==> src/rtl/fetch_seq_ctrl.sv <==
// rtl/fetch_seq_ctrl.sv - fetch-stage sequencer between PC register, instruction memory and F/D register
module fetch_seq_ctrl #(
    parameter logic [31:0] RESET_PC = 32'h00003000,
    parameter int          CNT_W    = 32
) (
    input  logic             Clk,
    input  logic             Reset,
    input  logic [31:0]      PC,
    input  logic             Stall,
    input  logic             Redirect,
    output logic             En,
    output logic             imem_req,
    output logic [31:0]      imem_addr,
    input  logic             imem_gnt,
    input  logic             imem_rvalid,
    input  logic [31:0]      imem_rdata,
    output logic             instr_valid,
    output logic [31:0]      instr,
    output logic [31:0]      instr_pc,
    output logic [CNT_W-1:0] wait_cnt
);

    typedef enum logic [1:0] {IDLE, REQ, WAIT, HOLD} state_t;

    state_t      state, state_nxt;
    logic        kill;
    logic [31:0] inflight_pc;
    logic [31:0] hold_instr;
    logic [31:0] hold_pc;
    logic [31:0] last_pc;

    localparam logic [CNT_W-1:0] CNT_ONE = {{(CNT_W-1){1'b0}}, 1'b1};

    always_ff @(posedge Clk) begin
        if (!Reset) begin
            state       <= IDLE;
            kill        <= 1'b0;
            inflight_pc <= RESET_PC;
            hold_instr  <= 32'h0;
            hold_pc     <= RESET_PC;
            last_pc     <= RESET_PC;
            wait_cnt    <= '0;
        end else begin
            state <= state_nxt;
            case (state)
                REQ: begin
                    if (imem_gnt) begin
                        inflight_pc <= PC;
                        kill        <= Redirect;
                    end
                end
                WAIT: begin
                    if (wait_cnt != '1)
                        wait_cnt <= wait_cnt + CNT_ONE;
                    if (imem_rvalid) begin
                        if (kill) begin
                            kill <= 1'b0;
                        end else if (!Redirect && Stall) begin
                            hold_instr <= imem_rdata;
                            hold_pc    <= inflight_pc;
                        end
                    end else if (Redirect) begin
                        // the pending response now belongs to a squashed path
                        kill <= 1'b1;
                    end
                end
                default: ;
            endcase
            // instr_pc keeps the last PC shown to decode when nothing is valid
            if (instr_valid)
                last_pc <= instr_pc;
        end
    end

    always_comb begin
        state_nxt = state;
        case (state)
            IDLE: state_nxt = REQ;
            REQ:  if (imem_gnt) state_nxt = WAIT;
            WAIT: begin
                if (imem_rvalid)
                    state_nxt = (kill || Redirect || !Stall) ? REQ : HOLD;
            end
            HOLD: if (Redirect || !Stall) state_nxt = REQ;
            default: state_nxt = IDLE;
        endcase
    end

    always_comb begin
        En          = 1'b0;
        imem_req    = 1'b0;
        imem_addr   = PC;
        instr_valid = 1'b0;
        instr       = 32'h0;
        instr_pc    = last_pc;
        if (!Reset) begin
            instr_pc = RESET_PC;
        end else begin
            case (state)
                REQ: begin
                    imem_req = 1'b1;
                    En       = Redirect;
                end
                WAIT: begin
                    if (imem_rvalid) begin
                        if (kill || Redirect) begin
                            En = Redirect;
                        end else if (!Stall) begin
                            instr_valid = 1'b1;
                            instr       = imem_rdata;
                            instr_pc    = inflight_pc;
                            En          = 1'b1;
                        end
                    end else begin
                        En = Redirect;
                    end
                end
                HOLD: begin
                    if (Redirect) begin
                        En = 1'b1;
                    end else begin
                        instr_valid = 1'b1;
                        instr       = hold_instr;
                        instr_pc    = hold_pc;
                        En          = !Stall;
                    end
                end
                default: ;
            endcase
        end
    end

endmodule

==> config.mk <==
export PLATFORM = sky130hd
export DESIGN_NAME = fetch_seq_ctrl
export DESIGN_NICKNAME = d
export VERILOG_FILES = /design/src/rtl/fetch_seq_ctrl.sv
export SDC_FILE = /design/constraint.sdc
export NUM_CORES = 1
export LEC_CHECK = 0
export CORE_MARGIN = 1
export CORE_UTILIZATION = 53
export CTS_BUF_LIST = sky130_fd_sc_hd__clkbuf_8
export CTS_CLUSTER_DIAMETER = 150
export CTS_CLUSTER_SIZE = 24
export DETAILED_ROUTE_END_ITERATION = 10
export GPL_TIMING_DRIVEN = 1
export PLACE_DENSITY = 0.94
export SLEW_MARGIN = 20
export SYNTH_ARGS = -nofsm -noshare
export SYNTH_HDL_FRONTEND = slang
export SYNTH_SLANG_ARGS = --single-unit
export TNS_END_PERCENT = 30
==> constraint.sdc <==
create_clock -name Clk -period 5.4 [get_ports Clk]
set_input_delay 0.54 -clock Clk [delete_from_list [all_inputs] [get_ports Clk]]
set_output_delay 0.54 -clock Clk [all_outputs]
set_load 0.03 [all_outputs]
Word level (Yosys, flattened, before mapping)
Index checks and enable logic that the tools add are counted.
W data, S select, Z words.
{"block": "totals", "elab_cells": 64, "out_inout_bits": 131, "latchBits": 0, "in_bits": 70, "mem_bits_rw": 0, "n_memories": 0, "ff_bits": 163, "mem_bits_ro": 0}
{"block": "classes", "n_eq_ne": 8, "muxes": 34, "shift": 0, "n_reduce_logical": 13, "order_cmp": 0, "addsub": 1, "n_bitwise": 1, "mul": 0, "n_div": 0}
{"cell": "$mux W32", "n": 10}
{"cell": "$pmux W32 S2", "n": 2}
{"cell": "$add A32 B1 Y32 const B", "n": 1}
{"cell": "$ne A32 B32 Y1 const B", "n": 1}
{"cell": "$mux W1", "n": 14}
{"cell": "$mux W2", "n": 4}
{"cell": "$pmux W2 S4", "n": 1}
{"cell": "$ne A2 B2 Y1 const B", "n": 3}
{"cell": "$reduce_and A3 Y1", "n": 2}
{"cell": "$eq A2 B2 Y1 const B", "n": 2}
{"cell": "$pmux W1 S2", "n": 2}
{"cell": "$reduce_and A2 Y1", "n": 2}
{"cell": "$reduce_and A4 Y1", "n": 1}
{"cell": "$logic_or A1 B1 Y1", "n": 3}
{"cell": "$ne A3 B3 Y1 const B", "n": 1}
{"cell": "$pmux W1 S3", "n": 1}
{"cell": "$eq A2 B1 Y1 const B", "n": 1}
{"cell": "$logic_not A1 Y1", "n": 2}
{"cell": "$logic_not A2 Y1", "n": 1}
{"cell": "$reduce_bool A2 Y1", "n": 1}
{"cell": "$logic_and A1 B1 Y1", "n": 1}
{"cell": "$not A1 Y1", "n": 1}

Logic depth before layout (Yosys ltp)
{"block": "depth", "word_depth": 5, "depth_mapped": 8, "ltp_nobuf": 7}

Least setup slack after synthesis
No wires, ideal clock.
{"block": "synth_timing", "path_kind": "register -> output", "from": "reg state[0]", "to": "out instr_pc[0]", "t_required_ns": 4.860, "path_buffers": 1, "stages_incl_launch_ff": 9, "arrival_ns": 2.039, "setup_slack_ns": 2.821, "path_cell_list": "dfxtp_1 > inv_1 > ha_1 > nand2_1 > nor3_1 > o21bai_1 > clkbuf_1 > a222oi_1 > nor2_1"}
{"block": "synth_via", "elab_chain_len": 3, "elab_cells_between_ends": 4, "cone_classes": "eq/ne: 2; mux: 2"}
{"item": "start, declared", "line_no": "25", "rtl": "state_t state, state_nxt;"}
{"item": "start signal, assigned", "line_no": "44", "rtl": "state <= state_nxt;"}
{"item": "$eq A2 B2 Y1", "line_no": "99", "rtl": "case (state)"}
{"item": "$pmux W32 S2 (*)", "line_no": "99"}
{"item": "$mux W32 (*)", "line_no": "96", "rtl": "if (!Reset) begin"}
{"item": "end, declared", "line_no": "19", "rtl": "output logic [31:0] instr_pc,"}
Every way passes the cells marked *; elsewhere a longest branch is shown, timed or not.

Final worst setup path
{"block": "layout_timing", "from": "reg state[0]", "to": "out instr_pc[30]"}
The elaborated chain is that of the path after synthesis.

==> out/qor.txt <==
Status: finished clean
Nets: 1121
IO Pins: 201
Worst-Margin Slew: 0.903 ns
Antenna violations before repair: 0
Post-route DRC: 0
Crit Path Class: reg -> out
Top FF cell, synth: dfxtp_1
Gr usage total: 27.3%
DRT Pass-1 Iters: 9
Final WS setup: 1.13 ns
Filler cells: 998
Syn_nets: 985
Post-CTS Hold Fix Bufs: 0
Mean area per synthesized cell: 7.96 sq um
Cell with the most instances after synthesis: nand2_1
Final hold vios: 0
Worst setup slack after placement: 1.47 ns
RSZ-0062 raised after global routing: no
Die area: 14100 sq um
Maximum VDD drop: 0.144 mV
Top-area cell type share of the netlist area: 45.1%
Critical path fanouts, max: 19
DIE HEIGHT: 119 um
Flops & latches, synth: 163
Multi-input logic area: 3470 sq um
Input/output buffers: 200
Clk root buf: clkbuf_8
Fin Hold WS: 0.457 ns
Slew HR: 39.8%
Post-CTS sizing: 0
Hold/Removal Path Class: reg -> reg
Synth cell types: 54
Routability cong.: 0.841
CP Launch Type: flip-flop
Synth warnings: 0
Final min period: 4.27 ns
Clk sinks: 163
CTS max path bufs: 2
Congestion Overflow GR: 0
DR vias/cell: 5.67
CP required: 4.86 ns
Power Dens Cells: 244 nW/um^2
Slew Viols, Final: 0
Die W: 119 um
Post-synth EDFFs: 0
DP HPWL: 12.5 mm
Clk Latency, worst-skew pair: 0.45 ns
Maxcap violations: 0
Routed WL per cell: 15.3 um
Inserted Clock Buffers: 17
Crit path arrival time: 3.73 ns
Initial core utilization: 54.5%
Lkg Pwr: 3.17 nW
Synth area leader: dfxtp_1
Vias in the first global route: 6431
Most frequent cells after synthesis: 221 x nand2_1, 163 x dfxtp_1, 112 x nor2_1
ANT cells: 0
Core Area: 13300 sq um
First-pass GRT wire length: 31.3 mm
Clock slew at reported path FFs: 0.08 ns
FMAX: 234 MHz
Final period util: 79.1%
Mapped Cells: 910
Critical Path End Type: primary output
Syn Std Cell Area: 7240 sq um
Sequential cell area fraction in the yosys report: 45.1%
Drt total wl: 18.9 mm
Register Area: 3260 sq um
Starting DRC count in detailed routing: 651
FP Rows: 42
# H-tree levels: 4
Post-CTS Repair Setup Buffers: 0
Synth top area cells: dfxtp_1 45%, nand2_1 11%, a21oi_1 7.5%, nor2_1 5.8%, a222oi_1 4.1%
CTS tree: built
Total Neg Setup Slack: 0 ns
Vias: 6997
Endpoints failing setup: 0
Ys async rst share: 0%
Layout cell share with drive strength beyond 1: 6.70%
Clock Skew: 0.00921 ns
Largest net degree at the start of global routing: 72
Area grow syn2layout: 31.2%
Routed Antenna Nets: 0
==> through the flow <==
stage                     cell area [sq um]  std cells  total power, mW  utilization, %
after floorplan                        7240        910             1.39               -
after global placement                 9120       1202             1.49            68.6
final                                  9510       1235             2.32            71.5
after global routing                   9510       1235             2.41            71.5
after CTS                              9510       1235             2.33            71.5
after detailed placement               9130       1203             1.50            68.7
==> report_power, final <==
part,internal (mW),switching (mW)
clock,0.406,0.448
combinational,0.0996,0.130
sequential,1.22,0.0176
==> placed cells by master (no fill, tap or decap), drive strengths merged, types with 2 or more instances in the layout <==
cell type and n:
or2 3, mux2i 7, a221o 4, clkdlybuf4s50 200, a22oi 32, and4 5, or3 7, bufinv 2
and3 3, nand2 222, xnor2 11, clkbuf 17, o21a 2, a31oi 2, nor4 9, nor3 6
o31ai 4, nand2b 7, buf 15, clkinvlp 4, dfxtp 163, a21oi 109, nand4 12, ha 5
and2 3, a211oi 3, a222oi 30, inv 13, o21ai 11, or4 6, clkinv 3, nor2 112
nand3 16
==> final timing paths <==
path,start,endpoint,slack [ns],cells after the start
min,hold_instr[8]$_SDFFE_PN0P_,hold_instr[8]$_SDFFE_PN0P_,0.46,2
max,state[0]$_SDFFE_PN0P_,instr_pc[30],1.13,9
max reg2reg,state[0]$_SDFFE_PN0P_,last_pc[15]$_SDFFE_PN0P_,2.61,8
min reg2reg,hold_instr[8]$_SDFFE_PN0P_,hold_instr[8]$_SDFFE_PN0P_,0.46,2
==> state kept, by name, indices dropped and copies added, names as in the netlist <==
name,count
hold_instr,32
hold_pc,32
inflight_pc,32
kill,1
last_pc,32
state,2
wait_cnt,32
==> critical path, cell delays in order, from the launching register on <==
cell and delay [ns]:
dfxtp_1 0.38, inv_1 0.07, ha_1 0.36, nand2_1 0.26, nor3_1 0.10, o21bai_2 0.72
buf_4 0.37, a222oi_1 0.15, nor2_1 0.16, clkdlybuf4s50_1 0.69
==> logic make-up (layout without fill, tap and decap cells) <==
kind of cell / count (synthesis) / after routing / synth area share, %
muxes: 8 / 8 / 1.12
xor gates and xnor gates: 11 / 11 / 1.33
AOI/OAI and AO/OA: 203 / 203 / 18.2
DFF: 163 / 163 / 45.1
adders and majority gates: 5 / 5 / 0.864
buffers and inverters: 105 / 254 / 7.41
and+or+nand+nor: 415 / 415 / 26.1
==> area by class of cell <==
class | count | share of cell area (%)
inverter | 7 | 0.303
clock buffer | 17 | 2.46
tap | 176 | 2.32
multi-input combinational | 642 | 36.5
timing repair buffer | 215 | 22.5
sequential | 163 | 34.3
clock inverter | 15 | 1.50
==> routing by layer <==
metal / wire length, um / up-vias / share of wire (%) / track usage (%)
met1: 8000 / 3249 / 42 / 34.5
met2: 9110 / 317 / 48 / 44.6
met4: 374 / 0 / 2.0 / 11.7
met3: 1440 / 35 / 7.6 / 6.32
met5: 0 / - / 0 / 0
li1: - / 3396 / - / -
(Power assumes the default switching activity.)
